### src/rtl/frv_pipeline_realign_pkg.sv
// Shared constants and types for the fetch realignment block.
// Size encodings, the queue entry layout and the compressed-encoding test.
package frv_pipeline_realign_pkg;

    localparam logic [1:0] SIZE_NONE = 2'b00;
    localparam logic [1:0] SIZE_16   = 2'b01;
    localparam logic [1:0] SIZE_32   = 2'b10;

    typedef struct packed {
        logic [15:0] hw;
        logic        err;
    } hw_entry_t;

    function automatic logic is_compressed(input logic [15:0] hw, input logic rvc_en);
        return rvc_en && (hw[1:0] != 2'b11);
    endfunction

endpackage

### src/rtl/frv_halfword_fifo.sv
// Circular halfword queue: pushes 0-2 halfwords and pops 0-2 halfwords per cycle, with flush.
// Latency: a pushed halfword is visible at head0/head1 the cycle after the push.
// Backpressure: none internally; the caller must only push when at least push_cnt entries are free.
module frv_halfword_fifo
    import frv_pipeline_realign_pkg::*;
#(
    parameter  int DEPTH = 8,
    localparam int CW    = $clog2(DEPTH) + 1
) (
    input  logic          g_clk,
    input  logic          g_reset,
    input  logic          flush,
    input  logic [1:0]    push_cnt,
    input  hw_entry_t     push_lo,
    input  hw_entry_t     push_hi,
    input  logic [1:0]    pop_cnt,
    output hw_entry_t     head0,
    output hw_entry_t     head1,
    output logic [CW-1:0] count
);

    localparam int            PW      = $clog2(DEPTH);
    localparam logic [PW:0]   DEPTH_P = (PW+1)'(DEPTH);

    hw_entry_t         mem [DEPTH];
    logic [PW-1:0]     rd_ptr;
    logic [PW-1:0]     wr_ptr;
    logic [PW-1:0]     rd_ptr1;
    logic [PW-1:0]     wr_ptr1;

    // DEPTH need not be a power of two, so wrap explicitly.
    function automatic logic [PW-1:0] wrap_add(input logic [PW-1:0] p, input logic [1:0] n);
        logic [PW:0] s;
        s = {1'b0, p} + (PW+1)'(n);
        if (s >= DEPTH_P) s = s - DEPTH_P;
        return s[PW-1:0];
    endfunction

    assign rd_ptr1 = wrap_add(rd_ptr, 2'd1);
    assign wr_ptr1 = wrap_add(wr_ptr, 2'd1);
    assign head0   = mem[rd_ptr];
    assign head1   = mem[rd_ptr1];

    always_ff @(posedge g_clk) begin
        if (g_reset || flush) begin
            rd_ptr <= '0;
            wr_ptr <= '0;
            count  <= '0;
        end else begin
            rd_ptr <= wrap_add(rd_ptr, pop_cnt);
            wr_ptr <= wrap_add(wr_ptr, push_cnt);
            count  <= count + CW'(push_cnt) - CW'(pop_cnt);
        end
    end

    always_ff @(posedge g_clk) begin
        if (push_cnt != 2'd0) mem[wr_ptr]  <= push_lo;
        if (push_cnt == 2'd2) mem[wr_ptr1] <= push_hi;
    end

endmodule

### src/rtl/frv_pipeline_realign.sv
// Realigns word fetches into 16/32-bit instructions with PC, error and illegal flags.
// Latency: a halfword accepted in cycle N can be presented at d_* in cycle N+1.
// Backpressure: f_ready needs two free entries by registered count; d_* hold while !d_ready.
module frv_pipeline_realign
    import frv_pipeline_realign_pkg::*;
#(
    parameter logic [31:0] FRV_PC_RESET_VALUE = 32'h8000_0000,
    parameter int          BUF_DEPTH          = 8,
    parameter bit          RVC_EN             = 1'b1
) (
    input  logic        g_clk,
    input  logic        g_reset,
    input  logic        f_valid,
    output logic        f_ready,
    input  logic [31:0] f_data,
    input  logic        f_error,
    input  logic        cf_req,
    input  logic [31:0] cf_target,
    output logic        d_valid,
    input  logic        d_ready,
    output logic [31:0] d_data,
    output logic [31:0] d_pc,
    output logic [1:0]  d_size,
    output logic        d_error,
    output logic        d_ill
);

    localparam int CW = $clog2(BUF_DEPTH) + 1;

    logic [CW-1:0] count;
    hw_entry_t     head0;
    hw_entry_t     head1;
    hw_entry_t     push_lo;
    hw_entry_t     push_hi;
    logic [1:0]    push_cnt;
    logic [1:0]    pop_cnt;
    logic [31:0]   pc;
    logic          drop;
    logic          head_single;
    logic          accept;
    logic          consume;

    // An errored head halfword is reported on its own rather than paired.
    assign head_single = is_compressed(head0.hw, RVC_EN) || head0.err;

    assign f_ready = !g_reset && !cf_req && (count <= CW'(BUF_DEPTH - 2));
    assign d_valid = !g_reset && !cf_req &&
                     (((count >= CW'(1)) && head_single) || (count >= CW'(2)));
    assign d_size  = !d_valid ? SIZE_NONE : (head_single ? SIZE_16 : SIZE_32);
    assign d_data  = head_single ? {16'h0000, head0.hw} : {head1.hw, head0.hw};
    assign d_pc    = pc;
    assign d_error = d_valid && (head0.err || (!head_single && head1.err));
    assign d_ill   = d_valid && !RVC_EN && !head0.err && (head0.hw[1:0] != 2'b11);

    assign accept   = f_valid && f_ready;
    assign consume  = d_valid && d_ready;
    assign push_cnt = !accept ? 2'd0 : (drop ? 2'd1 : 2'd2);
    assign push_lo  = drop ? hw_entry_t'{f_data[31:16], f_error} : hw_entry_t'{f_data[15:0], f_error};
    assign push_hi  = hw_entry_t'{f_data[31:16], f_error};
    assign pop_cnt  = !consume ? 2'd0 : (head_single ? 2'd1 : 2'd2);

    frv_halfword_fifo #(
        .DEPTH    (BUF_DEPTH)
    ) u_fifo (
        .g_clk    (g_clk),
        .g_reset  (g_reset),
        .flush    (cf_req),
        .push_cnt (push_cnt),
        .push_lo  (push_lo),
        .push_hi  (push_hi),
        .pop_cnt  (pop_cnt),
        .head0    (head0),
        .head1    (head1),
        .count    (count)
    );

    // A target in the upper halfword means the first fetched low halfword is stale.
    always_ff @(posedge g_clk) begin
        if (g_reset) begin
            pc   <= FRV_PC_RESET_VALUE;
            drop <= FRV_PC_RESET_VALUE[1];
        end else if (cf_req) begin
            pc   <= cf_target & ~32'd1;
            drop <= cf_target[1];
        end else begin
            if (consume) pc <= pc + (head_single ? 32'd2 : 32'd4);
            if (accept) drop <= 1'b0;
        end
    end

endmodule
### config.mk
export PLATFORM = sky130hd
export DESIGN_NAME = frv_pipeline_realign
export DESIGN_NICKNAME = d
export VERILOG_FILES = /design/src/rtl/frv_pipeline_realign_pkg.sv /design/src/rtl/frv_halfword_fifo.sv /design/src/rtl/frv_pipeline_realign.sv
export SDC_FILE = /design/constraint.sdc
export NUM_CORES = 1
export LEC_CHECK = 0
export CAP_MARGIN = 40
export CELL_PAD_IN_SITES_DETAIL_PLACEMENT = 0
export CELL_PAD_IN_SITES_GLOBAL_PLACEMENT = 2
export CORE_ASPECT_RATIO = 1.4
export CORE_MARGIN = 8
export CORE_UTILIZATION = 40
export CTS_CLUSTER_DIAMETER = 150
export DETAILED_ROUTE_END_ITERATION = 6
export HOLD_SLACK_MARGIN = 0.08
export PLACE_DENSITY_LB_ADDON = 0.1
export SETUP_SLACK_MARGIN = 0.02
export SLEW_MARGIN = 20
export SYNTH_ARGS = -nofsm -noshare
export SYNTH_HDL_FRONTEND = slang
export SYNTH_SLANG_ARGS = --single-unit
### constraint.sdc
create_clock -name g_clk -period 8.25 [get_ports g_clk]
set_input_delay 1.65 -clock g_clk [delete_from_list [all_inputs] [get_ports g_clk]]
set_output_delay 1.65 -clock g_clk [all_outputs]
set_load 0.005 [all_outputs]
==> Word level (Yosys, flattened, before mapping) <==
Memory sizes are Yosys's and may differ from the RTL's. A register that Yosys moved wholly into a read port is not among the register bits.
Cells that the tools add are included.
W data, S select, Z words.
{ "word_totals": {"output_inout_bits": 70, "n_memories": 1, "ramBits": 136, "elab_cells": 67, "inputBits": 70, "reg_bits": 43} }
{ "op_classes": {"n_eq_ne": 2, "addsub": 11, "n_reduce_logical": 19, "order_cmp": 7, "mux": 21} }
{ "mem_list": {"columns": ["memory", "depth", "width", "rd", "rd_ports_with_merged_regs", "write_ports", "line", "source"], "rows": [
  ["u_fifo.mem", 8, 17, 2, 1, 2, "frv_halfword_fifo.sv:25", "hw_entry_t mem [DEPTH];"]
]} }
{ "ops": {"columns": ["op", "n"], "rows": [
  ["$mux W32", 3],
  ["$add A32 B3 Y32", 1],
  ["$mux W3", 6],
  ["$mux W17", 1],
  ["$ge A4 B4 Y1 const B", 4],
  ["$sub A3 B1 Y3 const B", 4],
  ["$mux W2", 5],
  ["$add A3 B1 Y4 const B", 2],
  ["$add A3 B2 Y4", 2],
  ["$logic_and A1 B1 Y1", 8],
  ["$mux W1", 6],
  ["$reduce_bool A2 Y1", 3],
  ["$add A4 B2 Y4", 1],
  ["$ge A4 B1 Y1 const B", 1],
  ["$ge A4 B2 Y1 const B", 1],
  ["$le A4 B3 Y1 const B", 1],
  ["$logic_or A1 B1 Y1", 4],
  ["$sub A4 B2 Y4", 1],
  ["$logic_not A1 Y1", 3],
  ["$eq A2 B2 Y1 const B", 1],
  ["$ne A2 B2 Y1 const B", 1],
  ["$reduce_or A2 Y1", 1]
]} }

==> Logic depth before layout (Yosys ltp) <==
Gate-level depths: netlist of the first run.
{ "logic_depth": {"depth_word": 11, "mapped_depth": 16} }

==> By module <==
A second synthesis of the first run with hierarchy kept.
{ "unflattened": {"cells_unflattened": 779, "area_unflattened_um2": 10877.9} }
{ "by_module_without_submodules": {"columns": ["mod", "seq_area_each_um2", "area_per_inst_um2", "cells_each", "instances"], "rows": [
  ["frv_halfword_fifo", 4284.1, 8494.4, 480, 1],
  ["frv_pipeline_realign", 640.6, 2383.5, 299, 1]
]} }

==> Worst setup path after synthesis of the first run <==
OpenSTA, ideal clock, no wires.
{ "synth_path": {"path_kind": "input port to flip-flop", "start": "input g_reset", "end": "memory u_fifo.mem[0][0] (netlist name), enable pin", "t_arrival_ns": 4.048, "path_slack_ns": 3.785, "cell_stages": 7, "setup_time_ns": 0.418, "required_ns": 7.832, "path_cell_list": "buf_2 > or2_1 > a311oi_2 > nand2_1 > inv_1 > nand2_1 > o31ai_1"} }
{ "synth_rtl": {"columns": ["item", "line", "source"], "rows": [
  ["from (decl)", "frv_pipeline_realign.sv:12", "input logic g_reset,"],
  ["to (decl)", "frv_halfword_fifo.sv:25", null]
]} }

==> Worst setup path after layout of the first run <==
{ "layout_path": {"start": "register u_fifo.rd_ptr[0]", "end": "output d_data[31]"} }
{ "layout_via": {"elab_chain_len": 5} }
{ "layout_lines": {"columns": ["item", "line", "source"], "rows": [
  ["from (decl)", "frv_halfword_fifo.sv:26", "logic [PW-1:0] rd_ptr;"],
  ["from (signal assigned)", "frv_halfword_fifo.sv:50", "rd_ptr <= wrap_add(rd_ptr, pop_cnt);"],
  ["$add A3 B1 Y4 *", "frv_halfword_fifo.sv:34", "s = {1'b0, p} + (PW+1)'(n);"],
  ["$ge A4 B4 Y1 / $sub A3 B1 Y3 (equally long branches)", "frv_halfword_fifo.sv:35", "if (s >= DEPTH_P) s = s - DEPTH_P;"],
  ["$mux W3 *", "frv_halfword_fifo.sv:35", null],
  ["$mem_v2 Z8 W17 *", null, null],
  ["$mux W32 *", "frv_pipeline_realign.sv:50", "assign d_data = head_single ? {16'h0000, head0.hw} : {head1.hw, head0.hw};"],
  ["to (decl)", "frv_pipeline_realign.sv:21", "output logic [31:0] d_data,"]
]} }
Mark *: on every way between the ends. The rest lies on a longest branch, timed or not.

==> results of run 1 <==
routing by layer:
metal | share of wire, % | vias up
met2 | 56 | 224
met5 | 0 | -
met3 | 4.9 | 31
li1 | - | 3405
met1 | 38 | 3827
met4 | 1.7 | 0
power by group:
part / leakage (uW) / switching [uW] / internal (uW)
Sequential: 0.00158 / 19.8 / 990
Clock: 0.000284 / 343 / 471
Combinational: 0.00253 / 114 / 147
registers in the layout, summed over array words and instances (netlist names):
register,cells
u_fifo.mem,136
d_pc,31
u_fifo.count,4
u_fifo.rd_ptr,3
u_fifo.wr_ptr,3
drop,1
layout make-up:
type	count	area [um2]
Timing Repair Buffer	168	1640
Sequential cell	178	4930
Clock buffer	19	433
Multi-Input combinational cell	538	5390
Fill cell	2267	13100
Tap cell	324	405
Clock inverter	13	143
Inverter	33	124
critical path, cell delays in order, from the launching register on:
cell and delay, ns:
dfxtp_4 0.67, buf_4 0.66, ha_2 0.45, buf_4 0.58, mux4_2 0.58, nand2_1 0.08, a21oi_1 0.10, clkdlybuf4s50_1 0.48
logic make-up (layout without fill, tap and decap cells):
family                     count (synthesis)  after routing  synth area share (%)
AOI/OAI and AO/OA                         86             86                  5.70
and+or+nand+nor                          185            185                  9.30
other                                      1              2                0.0352
xor gates and xnor gates                  17             17                  1.40
adders and majority gates                 17             17                  2.35
buffers and inverters                     88            233                  3.48
muxes                                    231            231                  31.6
DFF                                      178            178                  46.2
worst max path at each step:
stage,start,endpoint,cells after the start,slack [ns]
global route,u_fifo.rd_ptr[0]$_SDFF_PP0_,d_data[30],7,2.15
finish,u_fifo.rd_ptr[0]$_SDFF_PP0_,d_data[31],7,2.53
floorplan,g_reset,u_fifo.mem[0][0]$_DFFE_PP_,7,3.78
global placement,g_reset,u_fifo.mem[6][3]$_DFFE_PP_,9,2.41
CTS,u_fifo.rd_ptr[0]$_SDFF_PP0_,d_error,8,2.28
detailed placement,g_reset,u_fifo.mem[2][14]$_DFFE_PP_,9,2.65
metrics by stage:
stage | std cells | area (um2) | power [uW] | utilization, % | setup WS, ns
2_1_floorplan | 804 | 10700 | 1170 | - | 3.78
4_1_cts | 1271 | 13000 | 2100 | 49.8 | 2.28
6_report | 1273 | 13100 | 2080 | 49.9 | 2.53
5_1_grt | 1273 | 13100 | 2160 | 49.9 | 2.15
3_3_place_gp | 1232 | 12400 | 1280 | 47.3 | 2.41
3_5_place_dp | 1239 | 12500 | 1290 | 47.6 | 2.65
layout by cell type (no fill, tap or decap), types with 6 or more instances in the layout:
cell	n
nand2_1	57
clkbuf_16	17
dfxtp_1	40
a311oi_1	6
clkdlybuf4s50_1	136
nor2_1	31
nand4_1	14
mux4_2	68
buf_4	27
ha_1	11
and2_1	7
and3_1	14
nand3_1	14
nor3b_1	6
and4_1	8
inv_1	32
a21oi_1	33
xor2_1	11
nor4_1	7
nor3_1	8
mux2_2	160
edfxtp_1	136
xnor2_1	6
a211oi_1	10
==> summary.md, run 1 <==
| Metric | Value |
|---|---|
| Setup Viol. Count Final | `0` |
| Layout area overhead | `22.5%` |
| Total track usage | `20.0%` |
| Avg Inst Size Synth | `13.3 um2` |
| Min-Delay Path Depth | `2` |
| Lkg Pwr | `0.00439 uW` |
| Largest fanout on the critical path | `42` |
| Worst-Margin Slew | `0.815 ns` |
| Worst Hold Endpoint | `d_pc[16]$_SDFFE_PP0P_` |
| Crit Path Category | `reg -> out` |
| Drt wl/cell | `24.9 um` |
| MaxCap Viol Count | `0` |
| Register bit total from synthesis | `178` |
| Area share of the largest cell type after synthesis | `38.3%` |
| Final Hold Fails | `0` |
| Slew Viols, Final | `0` |
| Outcome | `complete, no violations` |
| Clk_lat worst skew | `0.43 ns` |
| Clk_skew | `0.00697 ns` |
| Number of global-route vias before repair | `8137` |
| WP data arrival | `4.07 ns` |
| Final setup TNS | `0 ns` |
| Port Buf Inserts | `136` |
| CTS sink count | `178` |
| Setup crit start kind | `flip-flop` |
| Initial drt markers | `369` |
| GR Overflow Total | `0` |
| Async S/R FF share, synth | `0%` |
| Initial antenna violation count | `0` |
| Post-layout min period | `5.72 ns` |
| H-tree depth | `4` |
| CTS Hold Bufs | `0` |
| TritonRoute pass-1 iters | `4` |
| Residual DRC | `0` |
| Die ar. | `0.0322 mm2` |
| Global-route wire length before repair | `48900 um` |
| YS warnings | `0` |
| Post-Syn Instances | `803` |
| Hold slack final | `0.536 ns` |
| Yosys top cell by area | `edfxtp_1` |
| Setup bufs post-CTS | `0` |
| Top cells by area, synth | `edfxtp_1 (38%), mux2_2 (17%), mux4_2 (14%)` |
| RSZ-0062 raised after global routing | `no` |
| Most numerous cell in the Yosys netlist | `mux2_2` |
| Pin count of the biggest net entering global routing | `46` |
| Die Wd | `154 um` |
| Synth cell count leaders | `mux2_2 (160), edfxtp_1 (136), mux4_2 (68)` |
| Max frequency | `0.175 GHz` |
| CTS Root Cell | `clkbuf_16` |
| Post-synth EDFFs | `136` |
| Synth cell types | `60` |
| CTS tree | `built` |
| Share of cells above drive strength 1 | `31.9%` |
| CTS resizes | `0` |
| I/O Pins | `140` |
| Period utilization | `69.3%` |
| Net count, final | `1023` |
| Syn Std Cell Area | `0.0107 mm2` |
| Most used DFF post-synth | `edfxtp_1` |
| # diodes | `0` |
| Num CTS Buffers | `17` |
| Initial Util | `40.7%` |
| Peak VDD IR | `0.152 mV` |
| FF-to-FF Start | `u_fifo.rd_ptr[0]$_SDFF_PP0_` |
| Met1 Usage GRT | `22.0%` |
| Row count | `70` |
| Post-Route WL | `31700 um` |
| Vias per inst | `5.88` |
| Routing usage on met3 | `3.72%` |
| Core Area | `0.0262 mm2` |
| Post-synthesis sequential area ratio | `46.2%` |
| Crit. End Element | `primary output` |
| Vias | `7487` |
| GR Util met2 | `38.1%` |
| Crit Reg-Reg Endpoint | `d_pc[29]$_SDFFE_PP0P_` |
| R2r worst-path depth | `14` |
| DPL Wire Length | `21400 um` |
| Worst hold path type | `reg -> reg` |
| Final ANT Viol Nets | `0` |
| Max_slew headroom | `45.7%` |
| Clk pin slew, worst setup/hold paths | `0.07 ns` |
| Chip height | `209 um` |
| Busiest grt layer | `met2` |
| Placer congestion estimate | `0.817` |
| Power per cell area | `159 mW/mm2` |
| Required time worst endpoint | `6.60 ns` |
| Reg2reg setup slack | `3.03 ns` |
| Hold Crit Start | `d_pc[15]$_SDFFE_PP0P_` |
| CTS Buffer Depth | `2` |
No activity file was read; power rests on OpenSTA's default activity.
==> inputs of run 2 (changes only) <==
CORE_UTILIZATION = 39   (was 40)
clock period = 5.3 ns   (was 8.25 ns; I/O delays follow)
==> run 2 against run 1 <==
Net effect: final area grew 1.0%; global-route usage increased by 0.14 points; non-clock buffer count up 11; critical path type unchanged; largest power group unchanged; highest routed layer unchanged.
==> summary.md, run 2 (synthesis gave the netlist of run 1 again) <==
| Metric | Value |
|---|---|
| Dpl cells | `1291 (+4.2%)` |
| RSZ-0062 raised after global routing | `no` |
| Min-Delay Path Depth | `2 (unchanged)` |
| Number of global-route vias before repair | `8152 (+0.18%)` |
| Worst setup startpoint | `u_fifo.rd_ptr[2]$_SDFF_PP0_` |
| Clk_skew | `0.0128 ns (+0.00580 ns)` |
| Final std cells w/o fill | `1325 (+4.1%)` |
| Crit. End Element | `primary output` |
| Vias per inst | `5.75 (-2.3%)` |
| Setup ws final | `0.772 ns (-1.76 ns)` |
| Total track usage | `20.1% (+0.14 points)` |
| Clk pin slew, worst setup/hold paths | `0.07 ns (about the same)` |
| Most flop-heavy register | `u_fifo.mem` |
| I/O Pins | `140 (unchanged)` |
| Reported net switching power | `754 uW (+58%)` |
| Crit Reg-Reg Endpoint | `d_pc[24]$_SDFFE_PP0P_` |
| R2r worst-path depth | `12 (-2)` |
| Most frequent cells in the layout | `mux2_2 (160), clkdlybuf4s50_1 (136), edfxtp_1 (136)` |
| CTS Buffer Depth | `2 (unchanged)` |
| GR Overflow Total | `0 (unchanged)` |
| Die Wd | `156 um (+1.1%)` |
| Worst-Margin Slew | `0.758 ns (-0.0570 ns)` |
| Largest fanout on the critical path | `10 (-76%)` |
| WP data arrival | `3.47 ns (-0.60 ns)` |
| CTS Hold Bufs | `0 (unchanged)` |
| Share of cells above drive strength 1 | `32.5% (+0.57 points)` |
| Lkg Pwr | `0.00443 uW (+0.94%)` |
| Max frequency | `0.221 GHz` |
| Port Buf Inserts | `136 (unchanged)` |
| Hold slack final | `0.579 ns (+0.0434 ns)` |
| Period utilization | `85.4%` |
| CTS Root Cell | `clkbuf_16` |
| Required time worst endpoint | `4.24 ns (-2.36 ns)` |
| DP Area | `0.0126 mm2 (+1.3%)` |
| Largest register FFs | `136 (unchanged)` |
| Peak VDD IR | `0.214 mV (+40%)` |
| TritonRoute pass-1 iters | `4 (unchanged)` |
| Setup crit start kind | `flip-flop` |
| CTS resizes | `0 (unchanged)` |
| Clk_lat worst skew | `0.44 ns (about the same)` |
| Fillers | `2408 (+6.2%)` |
| Commonest non-fill, non-tap cell in the layout | `mux2_2` |
| Worst hold path type | `reg -> reg` |
| Clock power frac | `38.4% (-0.6 points)` |
| Final Hold Fails | `0 (unchanged)` |
| Crit Path Category | `reg -> out` |
| Core Area | `0.0269 mm2 (+2.8%)` |
| Initial antenna violation count | `0 (unchanged)` |
| Dpl ws | `0.778 ns (-1.87 ns)` |
| Residual DRC | `0 (unchanged)` |
| Max_slew headroom | `49.5% (+3.8 points)` |
| # diodes | `0 (unchanged)` |
| Combinational fraction of design power | `12.7% (+0.2 points)` |
| Global-route wire length before repair | `49600 um (+1.4%)` |
| Switch share | `23.4% (+0.59 points)` |
| Net count, final | `1034 (+1.1%)` |
| FF-to-FF Start | `u_fifo.rd_ptr[0]$_SDFF_PP0_` |
| MaxCap Viol Count | `0 (unchanged)` |
| CTS sink count | `178 (unchanged)` |
| Post-layout min period | `4.53 ns` |
| Setup bufs post-CTS | `0 (unchanged)` |
| Flop pwr share | `49.0% (+0.5 points)` |
| Num CTS Buffers | `17 (unchanged)` |
| Design Area, Final | `0.0132 mm2 (+1.0%)` |
| Internal cell power | `2460 uW (+53%)` |
| Drt wl/cell | `24.6 um (-1.2%)` |
| Initial Util | `39.6% (-1.1 points)` |
| Placer congestion estimate | `0.822 (+0.55%)` |
| Chip height | `212 um (+1.2%)` |
| Setup Viol. Count Final | `0 (unchanged)` |
| DPL Wire Length | `22400 um (+4.9%)` |
| Slew Viols, Final | `0 (unchanged)` |
| Final ANT Viol Nets | `0 (unchanged)` |
| Layout area overhead | `23.8%` |
| Post-Route WL | `32600 um (+2.9%)` |
| Final setup TNS | `0 ns (unchanged)` |
| Outcome | `complete, no violations` |
| Power per cell area | `243 mW/mm2 (+53%)` |
| Die ar. | `0.0330 mm2 (+2.3%)` |
| Row count | `71 (+1.4%)` |
| H-tree depth | `4 (unchanged)` |
| Reg2reg setup slack | `0.81 ns (-2.22 ns)` |
| CTS tree | `built` |
| Initial drt markers | `400 (+8.4%)` |
| Vias | `7616 (+1.7%)` |
| Pin count of the biggest net entering global routing | `46 (unchanged)` |
| Worst setup path endpoint | `d_error` |
[run 2: cell types whose count changed in the layout (fill, tap and decap cells not counted), moves of 2 or more]
cell and change:
buf_8 -2, clkbuf_1 +2, buf_12 +4, buf_4 +11, clkinv_1 -2
[run 2: cell type report]
cell class	instances	area (um2)	area share, %
inverter	33	124	0.938
clock buffer	21	440	3.34
sequential	178	4930	37.3
clock inverter	11	114	0.863
tap	365	457	3.46
multi-input combinational	538	5390	40.8
timing repair buffer	179	1750	13.3
[run 2: per-layer routing]
layer  GRT usage [%]  routed length, um  vias up
li1                -                  -     3428
met1            23.0              12700     3872
met2            36.3              17200      259
met3            3.41               1650       57
met4            8.66               1040        0
met5               0                  0        -
[run 2: critical path, cell delays in order, from the launching register on]
cell	delay, ns
dfxtp_1	0.67
buf_4	0.30
mux4_2	0.31
mux2i_1	0.32
nand3_1	0.23
buf_4	0.26
inv_1	0.14
nand3_1	0.09
a21oi_1	0.18
clkdlybuf4s50_1	0.54
[run 2: through the flow]
step                      utilization, %  power, uW
after floorplan                        -       1820
after global placement              46.7       2000
after detailed placement            46.9       2010
after CTS                           48.9       3240
after global routing                49.0       3330
final                               49.0       3210
[run 2: power groups by stage]
| stage | Sequential [uW] | Clock [uW] | Combinational (uW) |
|---|---|---|---|
| 6_report | 1570 | 1230 | 408 |
| 5_1_grt | 1580 | 1310 | 443 |
| 4_1_cts | 1570 | 1260 | 410 |
| 3_5_place_dp | 1600 | 0 | 407 |
| 3_3_place_gp | 1600 | 0 | 396 |
| 2_1_floorplan | 1590 | 0 | 227 |
[run 2: how the worst min path moves through the flow]
stage,from,end,slack [ns]
floorplan,d_pc[15]$_SDFFE_PP0P_,d_pc[16]$_SDFFE_PP0P_,0.50
global placement,d_pc[16]$_SDFFE_PP0P_,d_pc[16]$_SDFFE_PP0P_,0.54
detailed placement,d_pc[18]$_SDFFE_PP0P_,d_pc[18]$_SDFFE_PP0P_,0.57
CTS,d_pc[16]$_SDFFE_PP0P_,d_pc[16]$_SDFFE_PP0P_,0.58
global route,d_pc[9]$_SDFFE_PP0P_,d_pc[9]$_SDFFE_PP0P_,0.63
finish,d_pc[18]$_SDFFE_PP0P_,d_pc[18]$_SDFFE_PP0P_,0.58
==> inputs of run 3 (changes only) <==
SLEW_MARGIN = default   (was 20)
==> run 3 against run 2 <==
Net effect: die area unchanged; combinational power about the same; flip-flop and latch count unchanged; maximum frequency down 0.41%; routed wire length about the same; critical path type unchanged; setup slack worse by 0.019 ns; critical endpoint unchanged; non-clock buffer count down 1; register-to-register slack about the same; sequential share of layout area down 0.060 points; first-iteration DRC count up 23%; power up 2.8%; clock power up 8%.
==> summary.md, run 3 (synthesis gave the netlist of run 1 again) <==
| Metric | Value |
|---|---|
| Vias | `7603 (-0.17%)` |
| Net count, final | `1033 (-0.097%)` |
| WP data arrival | `3.49 ns (+0.02 ns)` |
| Busiest grt layer | `met2` |
| CTS sink count | `178 (unchanged)` |
| I/O Pins | `140 (unchanged)` |
| Clk_lat worst skew | `0.44 ns (about the same)` |
| Initial drt markers | `493 (+23%)` |
| Worst setup startpoint | `u_fifo.rd_ptr[2]$_SDFF_PP0_` |
| Design Area, Final | `0.0132 mm2 (+0.16%)` |
| Max incr delay on CP | `0.68 ns (about the same)` |
| Slew Viols, Final | `0 (unchanged)` |
| Pin count of the biggest net entering global routing | `46 (unchanged)` |
| Num CTS Buffers | `17 (unchanged)` |
| Post-layout min period | `4.55 ns (+0.0185 ns)` |
| Met1 Usage GRT | `22.8% (-0.26 points)` |
| Power per cell area | `250 mW/mm2 (+2.7%)` |
| CP cell instances | `buf_4 > mux4_2 > mux2i_1 > nand3_1 > buf_4 > inv_1 > nand3_1 > a21oi_1 > clkdlybuf4s50_1` |
| Setup bufs post-CTS | `0 (unchanged)` |
| Max frequency | `0.220 GHz (-0.41%)` |
| Share of cells above drive strength 1 | `32.4% (-0.070 points)` |
| Final Total Pwr | `3310 uW (+2.8%)` |
| Largest register FFs | `136 (unchanged)` |
| Most flop-heavy register | `u_fifo.mem` |
| Residual DRC | `0 (unchanged)` |
| Final ANT Viol Nets | `0 (unchanged)` |
| DPL Wire Length | `22400 um (-0.30%)` |
| Hold slack final | `0.573 ns (-0.00611 ns)` |
| CTS Root Cell | `clkbuf_16` |
| Lkg Pwr | `0.00444 uW (+0.19%)` |
| GR Overflow Total | `0 (unchanged)` |
| Initial Util | `39.6% (unchanged)` |
| CTS Buffer Depth | `2 (unchanged)` |
| Clk pin slew, worst setup/hold paths | `0.07 ns (about the same)` |
| DP Area | `0.0126 mm2 (unchanged)` |
| Post-Route WL | `32600 um (about the same)` |
| Global-route wire length before repair | `49500 um (about the same)` |
| GR Util met2 | `37.6% (+1.2 points)` |
| Number of global-route vias before repair | `8201 (+0.60%)` |
| Critical path's slowest cell | `dfxtp_1` |
| Max_slew headroom | `46.8% (-2.7 points)` |
| Placer congestion estimate | `0.822 (unchanged)` |
| Die Wd | `156 um (unchanged)` |
| Total track usage | `20.2% (+0.038 points)` |
| # diodes | `0 (unchanged)` |
| Vias per inst | `5.74 (about the same)` |
| Final setup TNS | `0 ns (unchanged)` |
| Setup Viol. Count Final | `0 (unchanged)` |
| TritonRoute pass-1 iters | `7 (+3)` |
| FF-to-FF Start | `u_fifo.rd_ptr[0]$_SDFF_PP0_` |
| Crit Path Category | `reg -> out` |
| Commonest non-fill, non-tap cell in the layout | `mux2_2` |
| CTS Hold Bufs | `0 (unchanged)` |
| H-tree depth | `4 (unchanged)` |
| Worst-Margin Slew | `0.794 ns (+0.0358 ns)` |
| Port Buf Inserts | `136 (unchanged)` |
| Chip height | `212 um (unchanged)` |
| Row count | `71 (unchanged)` |
| Setup crit start kind | `flip-flop` |
| Most frequent cells in the layout | `mux2_2 (160), clkdlybuf4s50_1 (136), edfxtp_1 (136)` |
| Final Hold Fails | `0 (unchanged)` |
| Initial antenna violation count | `0 (unchanged)` |
| Crit. End Element | `primary output` |
| Worst hold path type | `reg -> reg` |
| Routing usage on met3 | `2.86% (-0.55 points)` |
| Clk_skew | `0.0143 ns (+0.00149 ns)` |
| MaxCap Viol Count | `0 (unchanged)` |
| Outcome | `complete, no violations` |
| CTS tree | `built` |
| Die ar. | `0.0330 mm2 (unchanged)` |
| Layout area overhead | `24.0%` |
| Drt wl/cell | `24.6 um (about the same)` |
| Hold Crit Start | `d_pc[18]$_SDFFE_PP0P_` |
| Core Area | `0.0269 mm2 (unchanged)` |
| Period utilization | `85.8% (+0.35 points)` |
| Peak VDD IR | `0.213 mV (-0.47%)` |
| Required time worst endpoint | `4.24 ns (about the same)` |
| CTS resizes | `0 (unchanged)` |
| Largest fanout on the critical path | `10 (unchanged)` |
| RSZ-0062 raised after global routing | `no` |
run 3: cell types whose count changed in the layout (fill, tap and decap cells not counted), sizes merged:
cell    previous run  this run
bufinv             2         4
clkbuf            22        20
clkinv             9         8
run 3: area by class of cell:
cell class | count | area (um2)
multi-input cells | 538 | 5390
well taps | 365 | 457
flip-flops and latches | 178 | 4930
fillers | 2389 | 13700
clock buffers | 20 | 437
inverters | 33 | 124
repair buffers | 178 | 1730
clock inverters | 12 | 164
run 3: final timing paths:
| path | slack [ns] | cells after the start | endpoint |
|---|---|---|---|
| max | 0.75 | 9 | d_error |
| min | 0.57 | 2 | d_pc[18]$_SDFFE_PP0P_ |
| max reg2reg | 0.81 | 12 | d_pc[24]$_SDFFE_PP0P_ |
| min reg2reg | 0.57 | 2 | d_pc[18]$_SDFFE_PP0P_ |
run 3: layer usage:
metal | wire length (um) | up-vias
met3 | 1310 | 53
met4 | 882 | 0
met1 | 12800 | 3912
met2 | 17600 | 219
met5 | 0 | -
li1 | - | 3419
run 3: power breakdown:
part,leakage [uW],internal [uW],switching (uW)
Sequential,0.00158,1540,32.4
Combinational,0.00258,229,178
Clock,0.000290,783,543
Total,0.00444,2550,753
run 3: critical path, delay by kind of cell (launching register included):
kind                   cells  cell delay (ns)
buffers and inverters      4             1.24
flip-flops                 1             0.68
multiplexers               2             0.62
AND/OR/NAND/NOR            2             0.31
AO/OA/AOI/OAI              1             0.20
run 3: metrics by stage:
step                      std cells  worst slack, ns  utilization [%]
after CTS                      1323            0.703             49.1
after global routing           1324            0.527             49.1
after global placement         1285            0.787             46.7
after floorplan                 804             1.42                -
final                          1324            0.754             49.1
after detailed placement       1291            0.794             46.9
